==> src/rtl/vga_write_arbiter.sv <==
// -----------------------------------------------------------------------------
// vga_write_arbiter
//
// Shares one VGA adapter pixel-write port between three requesters and an
// internal full-screen clear sweep.
//
// After reset (and whenever clear_req is seen while idle) the block sweeps
// every visible pixel in raster order, writing colour 000. Otherwise it grants
// the port round-robin to requesters asserting req. Each grant lasts until the
// owner drops req or until MAX_BURST granted cycles have elapsed, whichever
// comes first. At least one idle cycle separates consecutive owners.
//
// Ports
//   clk         single clock, rising edge
//   reset       synchronous, active-high
//   req[2:0]    per-requester request, held high for the whole burst
//   x_in[23:0]  requester i x coordinate in bits [8i+7:8i]
//   y_in[20:0]  requester i y coordinate in bits [7i+6:7i]
//   colour_in   requester i colour in bits [3i+2:3i]
//   we_in[2:0]  per-requester pixel write strobe
//   clear_req   start a full-screen clear (honoured only while idle)
//   grant[2:0]  registered one-hot grant, 000 when nobody owns the port
//   x_out/y_out/colour/writeEn  registered pixel write to the VGA adapter
//   clear_busy  high while the clear sweep runs
// -----------------------------------------------------------------------------
module vga_write_arbiter #(
  parameter int SCREEN_W  = 160,
  parameter int SCREEN_H  = 120,
  parameter int MAX_BURST = 432
) (
  input  logic        clk,
  input  logic        reset,
  input  logic [2:0]  req,
  input  logic [23:0] x_in,
  input  logic [20:0] y_in,
  input  logic [8:0]  colour_in,
  input  logic [2:0]  we_in,
  input  logic        clear_req,
  output logic [2:0]  grant,
  output logic [7:0]  x_out,
  output logic [6:0]  y_out,
  output logic [2:0]  colour,
  output logic        writeEn,
  output logic        clear_busy
);

  localparam int CNT_W = $clog2(MAX_BURST + 1);
  localparam logic [7:0]       LAST_X    = 8'(SCREEN_W - 1);
  localparam logic [6:0]       LAST_Y    = 7'(SCREEN_H - 1);
  localparam logic [CNT_W-1:0] BURST_END = CNT_W'(MAX_BURST - 1);

  typedef enum logic [1:0] {
    S_CLEAR = 2'd0,
    S_IDLE  = 2'd1,
    S_GRANT = 2'd2
  } state_t;

  // ---------------------------------------------------------------------------
  // Per-requester views of the packed input buses
  // ---------------------------------------------------------------------------
  logic [7:0] x_arr      [3];
  logic [6:0] y_arr      [3];
  logic [2:0] colour_arr [3];

  genvar gi;
  generate
    for (gi = 0; gi < 3; gi++) begin : g_unpack
      assign x_arr[gi]      = x_in[8*gi +: 8];
      assign y_arr[gi]      = y_in[7*gi +: 7];
      assign colour_arr[gi] = colour_in[3*gi +: 3];
    end
  endgenerate

  // ---------------------------------------------------------------------------
  // State
  // ---------------------------------------------------------------------------
  state_t           state_q,      state_d;
  logic [7:0]       cx_q,         cx_d;          // clear sweep column
  logic [6:0]       cy_q,         cy_d;          // clear sweep row
  logic             clear_last_q, clear_last_d;  // final pixel already issued
  logic [1:0]       owner_q,      owner_d;
  logic [1:0]       last_owner_q, last_owner_d;
  logic [CNT_W-1:0] burst_q,      burst_d;       // granted cycles minus one
  logic [2:0]       grant_q,      grant_d;
  logic [7:0]       x_out_q,      x_out_d;
  logic [6:0]       y_out_q,      y_out_d;
  logic [2:0]       colour_q,     colour_d;
  logic             we_q,         we_d;
  logic             clear_busy_q, clear_busy_d;

  // ---------------------------------------------------------------------------
  // Round-robin pick: search (last_owner+1), (last_owner+2), last_owner
  // ---------------------------------------------------------------------------
  function automatic logic [1:0] rr_next(input logic [1:0] v);
    return (v == 2'd2) ? 2'd0 : v + 2'd1;
  endfunction

  logic [1:0] cand1, cand2, sel;
  logic       sel_valid;

  always_comb begin
    cand1     = rr_next(last_owner_q);
    cand2     = rr_next(cand1);
    sel       = last_owner_q;
    sel_valid = 1'b1;
    if (req[cand1]) begin
      sel = cand1;
    end else if (req[cand2]) begin
      sel = cand2;
    end else if (req[last_owner_q]) begin
      sel = last_owner_q;
    end else begin
      sel_valid = 1'b0;
    end
  end

  // ---------------------------------------------------------------------------
  // Owner's pixel and its visibility
  // ---------------------------------------------------------------------------
  logic [7:0]  own_x;
  logic [6:0]  own_y;
  logic [2:0]  own_colour;
  logic        own_we;
  logic        own_req;
  logic        in_bounds;

  always_comb begin
    own_x      = x_arr[owner_q];
    own_y      = y_arr[owner_q];
    own_colour = colour_arr[owner_q];
    own_we     = we_in[owner_q];
    own_req    = req[owner_q];
    in_bounds  = (32'(own_x) < 32'(SCREEN_W)) && (32'(own_y) < 32'(SCREEN_H));
  end

  // ---------------------------------------------------------------------------
  // Next-state and registered-output logic
  // ---------------------------------------------------------------------------
  always_comb begin
    state_d      = state_q;
    cx_d         = cx_q;
    cy_d         = cy_q;
    clear_last_d = clear_last_q;
    owner_d      = owner_q;
    last_owner_d = last_owner_q;
    burst_d      = burst_q;
    grant_d      = 3'b000;
    x_out_d      = 8'd0;
    y_out_d      = 7'd0;
    colour_d     = 3'b000;
    we_d         = 1'b0;
    clear_busy_d = 1'b0;

    case (state_q)
      S_CLEAR: begin
        if (clear_last_q) begin
          // Final pixel went out on the previous edge; outputs drop to idle now
          state_d      = S_IDLE;
          clear_last_d = 1'b0;
          cx_d         = 8'd0;
          cy_d         = 7'd0;
        end else begin
          clear_busy_d = 1'b1;
          x_out_d      = cx_q;
          y_out_d      = cy_q;
          we_d         = 1'b1;
          if (cx_q == LAST_X) begin
            cx_d = 8'd0;
            if (cy_q == LAST_Y) begin
              cy_d         = 7'd0;
              clear_last_d = 1'b1;
            end else begin
              cy_d = cy_q + 7'd1;
            end
          end else begin
            cx_d = cx_q + 8'd1;
          end
        end
      end

      S_IDLE: begin
        if (clear_req) begin
          // Clear wins over any simultaneous request
          state_d      = S_CLEAR;
          cx_d         = 8'd0;
          cy_d         = 7'd0;
          clear_last_d = 1'b0;
          clear_busy_d = 1'b1;
        end else if (sel_valid) begin
          state_d = S_GRANT;
          owner_d = sel;
          grant_d = 3'b001 << sel;
          burst_d = '0;
        end
      end

      S_GRANT: begin
        if (!own_req || (burst_q == BURST_END)) begin
          // Owner released the port or used its full burst: back to idle,
          // and the round-robin pointer moves past this owner.
          state_d      = S_IDLE;
          last_owner_d = owner_q;
        end else begin
          grant_d  = grant_q;
          burst_d  = burst_q + 1'b1;
          x_out_d  = own_x;
          y_out_d  = own_y;
          colour_d = own_colour;
          we_d     = own_we & own_req & in_bounds;
        end
      end

      default: begin
        state_d = S_IDLE;
      end
    endcase
  end

  // ---------------------------------------------------------------------------
  // Registers
  // ---------------------------------------------------------------------------
  always_ff @(posedge clk) begin
    if (reset) begin
      state_q      <= S_CLEAR;
      cx_q         <= 8'd0;
      cy_q         <= 7'd0;
      clear_last_q <= 1'b0;
      owner_q      <= 2'd0;
      last_owner_q <= 2'd2;
      burst_q      <= '0;
      grant_q      <= 3'b000;
      x_out_q      <= 8'd0;
      y_out_q      <= 7'd0;
      colour_q     <= 3'b000;
      we_q         <= 1'b0;
      clear_busy_q <= 1'b1;
    end else begin
      state_q      <= state_d;
      cx_q         <= cx_d;
      cy_q         <= cy_d;
      clear_last_q <= clear_last_d;
      owner_q      <= owner_d;
      last_owner_q <= last_owner_d;
      burst_q      <= burst_d;
      grant_q      <= grant_d;
      x_out_q      <= x_out_d;
      y_out_q      <= y_out_d;
      colour_q     <= colour_d;
      we_q         <= we_d;
      clear_busy_q <= clear_busy_d;
    end
  end

  assign grant      = grant_q;
  assign x_out      = x_out_q;
  assign y_out      = y_out_q;
  assign colour     = colour_q;
  assign writeEn    = we_q;
  assign clear_busy = clear_busy_q;

endmodule

==> config.mk <==
export PLATFORM = sky130hd
export DESIGN_NAME = vga_write_arbiter
export DESIGN_NICKNAME = d
export VERILOG_FILES = /design/src/rtl/vga_write_arbiter.sv
export SDC_FILE = /design/constraint.sdc
export NUM_CORES = 1
export LEC_CHECK = 0
export ABC_AREA = 1
export BUFFER_PORTS_ARGS = -buffer_cell sky130_fd_sc_hd__buf_2
export CAP_MARGIN = 25
export CORE_MARGIN = 3
export CORE_UTILIZATION = 30
export DETAILED_ROUTE_END_ITERATION = 8
export SLEW_MARGIN = 20
export SYNTH_ARGS = -nofsm -noshare
export SYNTH_HDL_FRONTEND = slang
export SYNTH_SLANG_ARGS = --single-unit
==> constraint.sdc <==
create_clock -name clk -period 3.15 [get_ports clk]
set_clock_uncertainty 0.2 [all_clocks]
set_input_delay 0.1575 -clock clk [delete_from_list [all_inputs] [get_ports clk]]
set_output_delay 0.1575 -clock clk [all_outputs]
set_load 0.1 [all_outputs]
==> results.json, run 1 <==
{
  "firstDrtPassIters": 4,
  "clock_latency_ps": 310,
  "synthCells": 451,
  "max_slew_margin_pct": 57.1,
  "arrival_ps": 2240,
  "finalCritPeriodShare_pct": 69.6,
  "routed_wl_mm": 8.81,
  "clock_sinks": 54,
  "root_buffer": "clkbuf_8",
  "maxSlewViolCount": 0,
  "synth_top_area_share_pct": 36.7,
  "synth_nets": 517,
  "synth-main-ff-cell": "dfxtp_1",
  "internal-power_mw": 0.974,
  "drtIter0Drc": 173,
  "crit_type": "reg -> reg",
  "cts_setup_buffers": 0,
  "synth.most_common_cell": "nand2_1",
  "syn_avg_cell_area_um2": 6.53,
  "grt_setup_unrepaired": "false",
  "dpl_cell_area_mm2": 0.00347,
  "cts_max_level": 2,
  "p_clk_share_pct": 36.4,
  "rows": 35,
  "power_density_mw_per_mm2": 358,
  "cts_buffers": 5,
  "dp.cells": 651,
  "antenna_found_initial": 0,
  "synth_edf_count": 0,
  "status": "finished clean",
  "path_cells": "inv_2 -> nand2_1 -> nand3_1 -> nand2_2 -> nand3_4 -> inv_2 -> nand2_1 -> a21oi_2",
  "antenna_left": 0,
  "overflow": 0,
  "max_freq_mhz": 456,
  "slowest_stage": "dfxtp_1",
  "first_global_vias": 3012,
  "pwr-share-comb_pct": 10.0,
  "start_util_pct": 31.4,
  "clock_path_buffers": 2,
  "ir_drop_v": 0.000173,
  "pwr-share-seq_pct": 53.5,
  "yosysSeqAreaShare_pct": 36.7,
  "antennaDiodeCount": 0,
  "worstHoldStart": "colour_in[3]",
  "startpoint_type": "flip-flop",
  "drive_above_1_share_pct": 21.0,
  "synth_area_mm2": 0.00295,
  "place.gp.congestion": 0.870,
  "r2r-start": "owner_q[0]",
  "area_growth_pct": 22.9,
  "core_mm2": 0.00937,
  "grt.total_usage_pct": 15.7,
  "cap_violations": 0,
  "fp.dieW_um": 105,
  "p_leak_nw": 1.61,
  "switching_power_mw": 0.322,
  "io_buffers": 85,
  "layout.nets": 599,
  "die_h_um": 105,
  "worst_setup_path_end_kind": "flip-flop",
  "synth_seq_cells": 54,
  "cts_resized": 0,
  "die_area_mm2": 0.0110,
  "cts_tree": "built",
  "synth.area.top_cells": "dfxtp_1 37%, nand2_1 13%, nor2_1 10%",
  "finalHoldViolCount": 0,
  "dp_slack_ps": 985,
  "synthArstFlopShare_pct": 0,
  "wl_per_cell_um": 13.3,
  "worst_pin_slew_ps": 639,
  "vias_per_cell": 4.78,
  "timing.final.crit_period_ps": 2190,
  "critical_path.max_stage_delay_ps": 630,
  "finalSetupViolations": 0,
  "via_count": 3168,
  "yosysUniqueCellTypes": 38,
  "worst_slack_ps": 957,
  "netSwitchingFraction_pct": 24.8,
  "path_clk_slew_ps": 100,
  "finalNonFillerCells": 663,
  "setup_tns_ps": 0,
  "finalInstanceArea_mm2": 0.00362,
  "io_pins": 86,
  "required_ps": 3200,
  "yosysWarnings": 0,
  "path_buf_inv": 2,
  "grt_max_degree": 38,
  "yosysTopAreaCell": "dfxtp_1",
  "hp-class": "in -> reg",
  "netlist_top_cells_count": "104 x nand2_1, 82 x nor2_1, 54 x dfxtp_1",
  "ctsHoldBuffers": 4,
  "grt_pass1_wl_mm": 14.3,
  "drc": 0,
  "cp_top_family": "flip-flops",
  "dp_hpwl_mm": 6.71,
  "critPathMaxFanout": 18,
  "critPathLaunch": "owner_q[0]"
}
-- worst reg2reg max path, delay by kind of cell (launching register included) --
family / cells / cell delay, ps
buffers and inverters: 2 / 550
AND/OR/NAND/NOR: 5 / 620
AO/OA/AOI/OAI: 1 / 140
flip-flops: 1 / 630
-- sequential cells by signal, summed over array words and instances, names as in the netlist, 3 cells and up --
name     count
y_out        7
burst_q      9
colour       3
cy_q         7
cx_q         8
grant        3
x_out        8
-- metrics by stage --
stage / power, mW / hold WS, ps / utilization (%)
finish: 1.30 / 5.06 / 38.6
global route: 1.34 / 47.9 / 38.6
floorplan: 0.774 / 70.7 / -
detailed placement: 0.836 / 218 / 37.0
CTS: 1.31 / 3.25 / 38.6
global placement: 0.835 / 221 / 37.0
-- cell usage in the layout (no fill, tap or decap), types with 3 or more instances in the layout --
cell             n
nand2_1        104
buf_2           85
nor2_1          82
dfxtp_1         54
nand3_1         38
inv_1           36
o21ai_0         32
a21oi_1         24
a22oi_1         14
nand2_2          6
inv_2            5
nor3_1           5
clkbuf_8         5
nand4_1          4
dlygate4sd3_1    4
a2bb2oi_1        3
xnor2_1          3
ha_1             3
-- layer usage --
| metal | track usage [%] | part of all wire (%) |
|---|---|---|
| met5 | 0 | 0 |
| met3 | 3.15 | 5.6 |
| met4 | 4.59 | 1.6 |
| met1 | 21.8 | 48 |
| met2 | 24.8 | 45 |
-- final cells by class --
class | count | area (µm²)
Tap cell | 129 | 161
Fill cell | 1050 | 5750
Clock buffer | 5 | 68.8
Inverter | 42 | 158
Sequential cell | 54 | 1080
Clock inverter | 3 | 40.0
Multi-Input combinational cell | 339 | 1630
Timing Repair Buffer | 91 | 480
-- path summary, 6_finish.rpt --
| check | cells after the start | end | slack [ps] |
|---|---|---|---|
| worst max-delay path | 8 | burst_q[1] | 960 |
| worst min-delay path | 4 | colour[0] | 5 |
| worst max register to register | 8 | burst_q[1] | 960 |
| worst min register to register | 2 | grant[1] | 260 |
-- kinds of logic after synthesis --
group	share of synthesized area (%)
AOI/OAI and AO/OA	16.0
xor gates and xnor gates	1.49
adders and majority gates	1.27
buffers and inverters	7.99
DFF	36.7
and+or+nand+nor	36.6
-- power groups by stage --
| stage | Combinational [mW] | Clock (mW) | Sequential [mW] |
|---|---|---|---|
| 4_1_cts | 0.130 | 0.481 | 0.694 |
| 5_1_grt | 0.142 | 0.502 | 0.695 |
| 3_3_place_gp | 0.126 | 0 | 0.710 |
| 6_report | 0.130 | 0.472 | 0.694 |
| 3_5_place_dp | 0.126 | 0 | 0.710 |
| 2_1_floorplan | 0.0448 | 0 | 0.729 |
Power figures use the tool's default switching activity.
==> inputs of run 2 (changes only) <==
==> constraint.sdc (replaced) <==
create_clock -name clk -period 1.9 [get_ports clk]
set_clock_uncertainty 0.2 [all_clocks]
set_input_delay 0.095 -clock clk [delete_from_list [all_inputs] [get_ports clk]]
set_output_delay 0.095 -clock clk [all_outputs]
set_load 0.1 [all_outputs]
==> run 2 against run 1 <==
The run now ends with hold timing left; combinational power increased by 86%; sequential share of layout area decreased by 2.0 points; sequential power increased by 66%; setup slack got worse by 840 ps; global-route usage increased by 1.0 points; final area increased by 8.1%; maximum frequency increased by 23%; total power increased by 56%; register-to-register slack got worse by 840 ps; largest power group unchanged; highest routed layer unchanged.
==> results.json, run 2 (synthesis results as in run 1) <==
{
  "status": "complete, but fails checks",
  "violations": "hold timing",
  "min_to": "y_out[0]",
  "cap_violations": 0,
  "critical_path.max_stage_delay_ps": 380,
  "cts_tree": "built",
  "grt_max_degree": 18,
  "path_clk_slew_ps": 90,
  "finalCritPeriodShare_pct": 93.8,
  "r2r_end": "cy_q[4]",
  "routed_wl_mm": 9.37,
  "antenna_left": 0,
  "max_slew_margin_pct": 67.1,
  "critPathMaxFanout": 6,
  "wl_per_cell_um": 13.5,
  "io_buffers": 85,
  "power_density_mw_per_mm2": 517,
  "drtIter0Drc": 191,
  "largest_register": "burst_q",
  "layout.nets": 630,
  "drc": 0,
  "r2r-start": "cx_q[0]",
  "rows": 35,
  "dpl_cell_area_mm2": 0.00362,
  "dp_hpwl_mm": 7.04,
  "largest_register_ffs": 9,
  "startpoint_type": "flip-flop",
  "path_cells": "ha_2 -> nand3_1 -> nor2_2 -> nand3_2 -> nand2_2 -> nand3_1 -> nand2_2 -> nor2_1 -> and2_1",
  "worst_setup_path_end_kind": "flip-flop",
  "ir_drop_v": 0.000279,
  "fp.dieW_um": 105,
  "wl_met3_um": 555,
  "clock_path_buffers": 2,
  "start_util_pct": 31.4,
  "slowest_stage": "dfxtp_4",
  "finalInstanceArea_mm2": 0.00391,
  "final_cell_mix": "102 x nand2_1, 85 x buf_2, 79 x nor2_1, 49 x dfxtp_1",
  "via_count": 3314,
  "die_h_um": 105,
  "maxSlewViolCount": 0,
  "clock_latency_ps": 310,
  "grt.total_usage_pct": 16.8,
  "area_growth_pct": 32.8,
  "cp_top_family": "simple AND/OR/NAND/NOR gates",
  "final_common_cell": "nand2_1",
  "m1WireLength_mm": 4.30,
  "antenna_found_initial": 0,
  "ff2ff_path_depth": 9,
  "finalHoldViolCount": 1,
  "clock_sinks": 54,
  "firstDrtPassIters": 5,
  "hold_depth": 5,
  "io_pins": 86,
  "p_leak_nw": 1.74,
  "timing.final.crit_period_ps": 1780,
  "dp.cells": 669,
  "worst_pin_slew_ps": 496,
  "worstHoldStart": "y_in[14]",
  "dr.max_layer_used": "met4",
  "grt_pass1_wl_mm": 15.0,
  "finalNonFillerCells": 693,
  "root_buffer": "clkbuf_8",
  "first_global_vias": 3079,
  "die_area_mm2": 0.0110,
  "path_buf_inv": 0,
  "max_freq_mhz": 561,
  "nFillCells": 1018,
  "overflow": 0,
  "arrival_ps": 1800,
  "hp-class": "in -> reg",
  "timing.hold.ws_ps": -0.485,
  "place.gp.congestion": 0.892,
  "required_ps": 1920,
  "routed-wl-met2_mm": 4.29,
  "drive_above_1_share_pct": 25.4,
  "p_total_mw": 2.02,
  "vias_per_cell": 4.78,
  "core_mm2": 0.00937,
  "cts_max_level": 2,
  "cts_buffers": 5,
  "finalSetupViolations": 0,
  "regToRegSetupSlack_ps": 120,
  "antennaDiodeCount": 0,
  "crit_type": "reg -> reg"
}
## run 2: cell types whose count changed in the layout (fill, tap and decap cells not counted), moves of 3 or more
| cell | before | now |
|---|---|---|
| buf_4 | 2 | 21 |
| dlygate4sd3_1 | 4 | 15 |
| dfxtp_1 | 54 | 49 |
| dfxtp_2 | 0 | 4 |
| nor2_1 | 82 | 79 |
| nor2_2 | 2 | 5 |
## run 2: stage by stage
stage / hold WS [ps] / worst slack [ps] / utilization (%) / setup TNS (ps)
after floorplan: 8.22 / 215 / - / 0
final: -0.485 / 117 / 41.7 / 0
after CTS: 3.24 / 9.08 / 41.1 / 0
after global placement: 167 / 28.5 / 38.6 / 0
after detailed placement: 168 / -8.76 / 38.6 / -11.7
after global routing: 20.0 / -21.3 / 41.7 / -43.1
## run 2: layout make-up
type	count	area, µm²	share of cell area [%]
sequential	54	1090	27.9
clock buffer	7	76.3	1.95
inverter	42	160	4.10
multi-input combinational	339	1670	42.7
timing repair buffer	122	753	19.3
tap	129	161	4.13
## run 2: per-layer routing
layer / track usage [%] / vias to the layer above
li1: - / 1694
met1: 23.5 / 1480
met2: 25.5 / 126
met3: 3.15 / 14
met4: 6.09 / 0
met5: 0 / -
## run 2: how the worst max path moves through the flow
stage | slack [ps] | to | cells past startpoint | startpoint
after global routing | -20 | cy_q[0] | 8 | cx_q[0]
after CTS | 9 | cy_q[5] | 8 | cx_q[1]
after floorplan | 220 | cy_q[0] | 8 | cx_q[0]
final | 120 | cy_q[4] | 9 | cx_q[0]
after global placement | 30 | y_out[0] | 8 | burst_q[1]
after detailed placement | -9 | y_out[0] | 8 | burst_q[1]
## run 2: worst register-to-register path, stage by stage (launching register included)
cell and delay, ps:
dfxtp_4 380, ha_2 200, nand3_1 110, nor2_2 140, nand3_2 90, nand2_2 150
nand3_1 120, nand2_2 130, nor2_1 50, and2_1 120
## run 2: what timing repair did
action / 4_1_cts / 5_1_grt
pin swaps: 0 / 2
hold buffers: 15 / 0
resized for setup: 3 / 15
buffers inserted: 0 / 2
hold endpoints to repair: 16 / 0
setup endpoints to repair: 4 / 40
## run 2: report_power, final
group / total, mW / switching, mW / leakage (nW) / internal (mW)
Clock: 0.629 / 0.374 / 0.0383 / 0.255
Combinational: 0.242 / 0.139 / 1.26 / 0.103
Sequential: 1.15 / 0.00741 / 0.438 / 1.14
Total: 2.02 / 0.520 / 1.74 / 1.50
==> inputs of run 3 (changes only) <==
--- a/config.mk
+++ b/config.mk
@@ -9,9 +9,10 @@
 export BUFFER_PORTS_ARGS = -buffer_cell sky130_fd_sc_hd__buf_2
 export CAP_MARGIN = 25
 export CORE_MARGIN = 3
-export CORE_UTILIZATION = 30
+export CORE_UTILIZATION = 45
 export DETAILED_ROUTE_END_ITERATION = 8
-export SLEW_MARGIN = 20
+export PLACE_DENSITY = 0.71
+export SLEW_MARGIN = 5
 export SYNTH_ARGS = -nofsm -noshare
 export SYNTH_HDL_FRONTEND = slang
 export SYNTH_SLANG_ARGS = --single-unit
==> constraint.sdc (replaced) <==
create_clock -name clk -period 2 [get_ports clk]
set_clock_uncertainty 0.2 [all_clocks]
set_input_delay 0.1 -clock clk [delete_from_list [all_inputs] [get_ports clk]]
set_output_delay 0.1 -clock clk [all_outputs]
set_load 0.1 [all_outputs]
==> run 3 against run 2 <==
The run now ends clean; cell count down 9.4%; critical endpoint is now cy_q[5]; total power decreased by 5.2%; final area shrank 5.0%; sequential power down 5%.
==> results.json, run 3 (synthesis results as in run 1) <==
{
  "timing.final.crit_period_ps": 1910,
  "largest_register_ffs": 9,
  "met1_usage_pct": 32.2,
  "p_leak_nw": 1.68,
  "drtIter0Drc": 236,
  "status": "finished clean",
  "maxSlewViolCount": 0,
  "grt_pass1_wl_mm": 13.7,
  "drive_above_1_share_pct": 23.7,
  "vias_per_cell": 5.20,
  "power_density_mw_per_mm2": 516,
  "layout.nets": 618,
  "antennaDiodeCount": 0,
  "antenna_left": 0,
  "io_buffers": 85,
  "timing.hold.ws_ps": 12.5,
  "die_area_mm2": 0.00755,
  "routed_wl_mm": 8.17,
  "netSwitchingFraction_pct": 25.6,
  "cts_buffers": 5,
  "arrival_ps": 1950,
  "firstDrtPassIters": 5,
  "pwr-share-comb_pct": 11.1,
  "dp_hpwl_mm": 6.29,
  "start_util_pct": 48.0,
  "setup_tns_ps": 0,
  "worst_pin_slew_ps": 490,
  "finalSetupViolations": 0,
  "first_global_vias": 2990,
  "hp-class": "in -> reg",
  "final_common_cell": "nand2_1",
  "max_freq_mhz": 522,
  "switching_power_mw": 0.490,
  "clock_latency_ps": 300,
  "use_met3_pct": 4.07,
  "via_count": 3267,
  "area_growth_pct": 26.1,
  "fp.dieW_um": 86.9,
  "required_ps": 2040,
  "worst_setup_path_end_kind": "flip-flop",
  "critPathMaxFanout": 10,
  "core_mm2": 0.00613,
  "finalCritPeriodShare_pct": 95.7,
  "cap_violations": 0,
  "nFillCells": 570,
  "use_met2_pct": 35.1,
  "crit_type": "reg -> reg",
  "die_h_um": 86.9,
  "internal-power_mw": 1.42,
  "rows": 28,
  "clock_sinks": 54,
  "root_buffer": "clkbuf_8",
  "startpoint_type": "flip-flop",
  "clock_path_buffers": 2,
  "place.gp.congestion": 0.861,
  "finalHoldViolCount": 0,
  "overflow": 0,
  "pwr-share-seq_pct": 57.1,
  "final_cell_mix": "103 x nand2_1, 85 x buf_2, 81 x nor2_1, 50 x dfxtp_1, 38 x nand3_1",
  "grt_max_degree": 28,
  "p_clk_share_pct": 31.7,
  "cts_max_level": 2,
  "cts_tree": "built",
  "io_pins": 86,
  "grt.total_usage_pct": 22.5,
  "ir_drop_v": 0.000315,
  "drc": 0,
  "max_slew_margin_pct": 67.6,
  "path_clk_slew_ps": 100,
  "grt-busiest-layer": "met2",
  "wl_per_cell_um": 13.0,
  "largest_register": "burst_q",
  "antenna_found_initial": 0
}
[run 3: cell types whose count changed in the layout (fill, tap and decap cells not counted), moves of 2 or more]
| cell | delta |
|---|---|
| nand2_4 | -2 |
| dlygate4sd3_1 | -4 |
| buf_4 | -7 |
| nor2_1 | +2 |
| nor2_2 | -3 |
| nand3_2 | -2 |
| nand3_1 | +2 |
[run 3: repair_timing]
item                                   4_1_cts  5_1_grt
setup endpoints to repair                    0       20
gates resized for setup                      0       11
hold buffers                                11        0
endpoints found under the hold margin       14        0
setup buffers                                0        1
[run 3: final timing paths]
check,from,endpoint,slack (ps),cells past startpoint
max,cx_q[0],cy_q[5],90,8
min,colour_in[5],colour[2],10,4
max reg2reg,cx_q[0],cy_q[5],90,8
min reg2reg,grant[1],grant[1],260,2
[run 3: critical path, stage by stage (launching register included)]
cell and delay [ps]:
dfxtp_2 380, ha_2 210, nand3_1 130, nor2_2 150, nand3_1 130, nand2_2 160, nand2_2 130, or2_1 230
a21oi_1 130
[run 3: stage by stage]
step | setup WS (ps) | std cells | utilization [%] | cell area [µm²] | power (mW)
after global placement | 111 | 608 | 56.8 | 3480 | 1.31
after floorplan | 315 | 451 | - | 2950 | 1.22
after detailed placement | 43.6 | 608 | 56.8 | 3480 | 1.31
after global routing | -37.4 | 628 | 60.6 | 3710 | 2.01
after CTS | 24.0 | 627 | 60.0 | 3680 | 1.93
final | 85.7 | 628 | 60.6 | 3710 | 1.91
[run 3: power by group through the flow]
| stage | Combinational, mW | Clock (mW) | Sequential (mW) |
|---|---|---|---|
| finish | 0.213 | 0.608 | 1.09 |
| global route | 0.235 | 0.679 | 1.10 |
| detailed placement | 0.194 | 0 | 1.12 |
| floorplan | 0.0705 | 0 | 1.15 |
| CTS | 0.211 | 0.626 | 1.09 |
| global placement | 0.194 | 0 | 1.12 |
[run 3: final cells by class]
cell class                      instances  area (µm²)  area share (%)
Multi-Input combinational cell        339        1650            44.3
Clock inverter                          2        13.8           0.371
Sequential cell                        54        1090            29.2
Clock buffer                            6        72.6            1.95
Tap cell                               75        93.8            2.53
Timing Repair Buffer                  110         641            17.3
Inverter                               42         160            4.31
[run 3: metal layers]
metal | part of all wire, % | up-vias | wire (µm)
met3 | 7.2 | 11 | 587
met5 | 0 | - | 0
met1 | 47 | 1452 | 3830
li1 | - | 1671 | -
met4 | 1.5 | 0 | 122
met2 | 44 | 133 | 3630
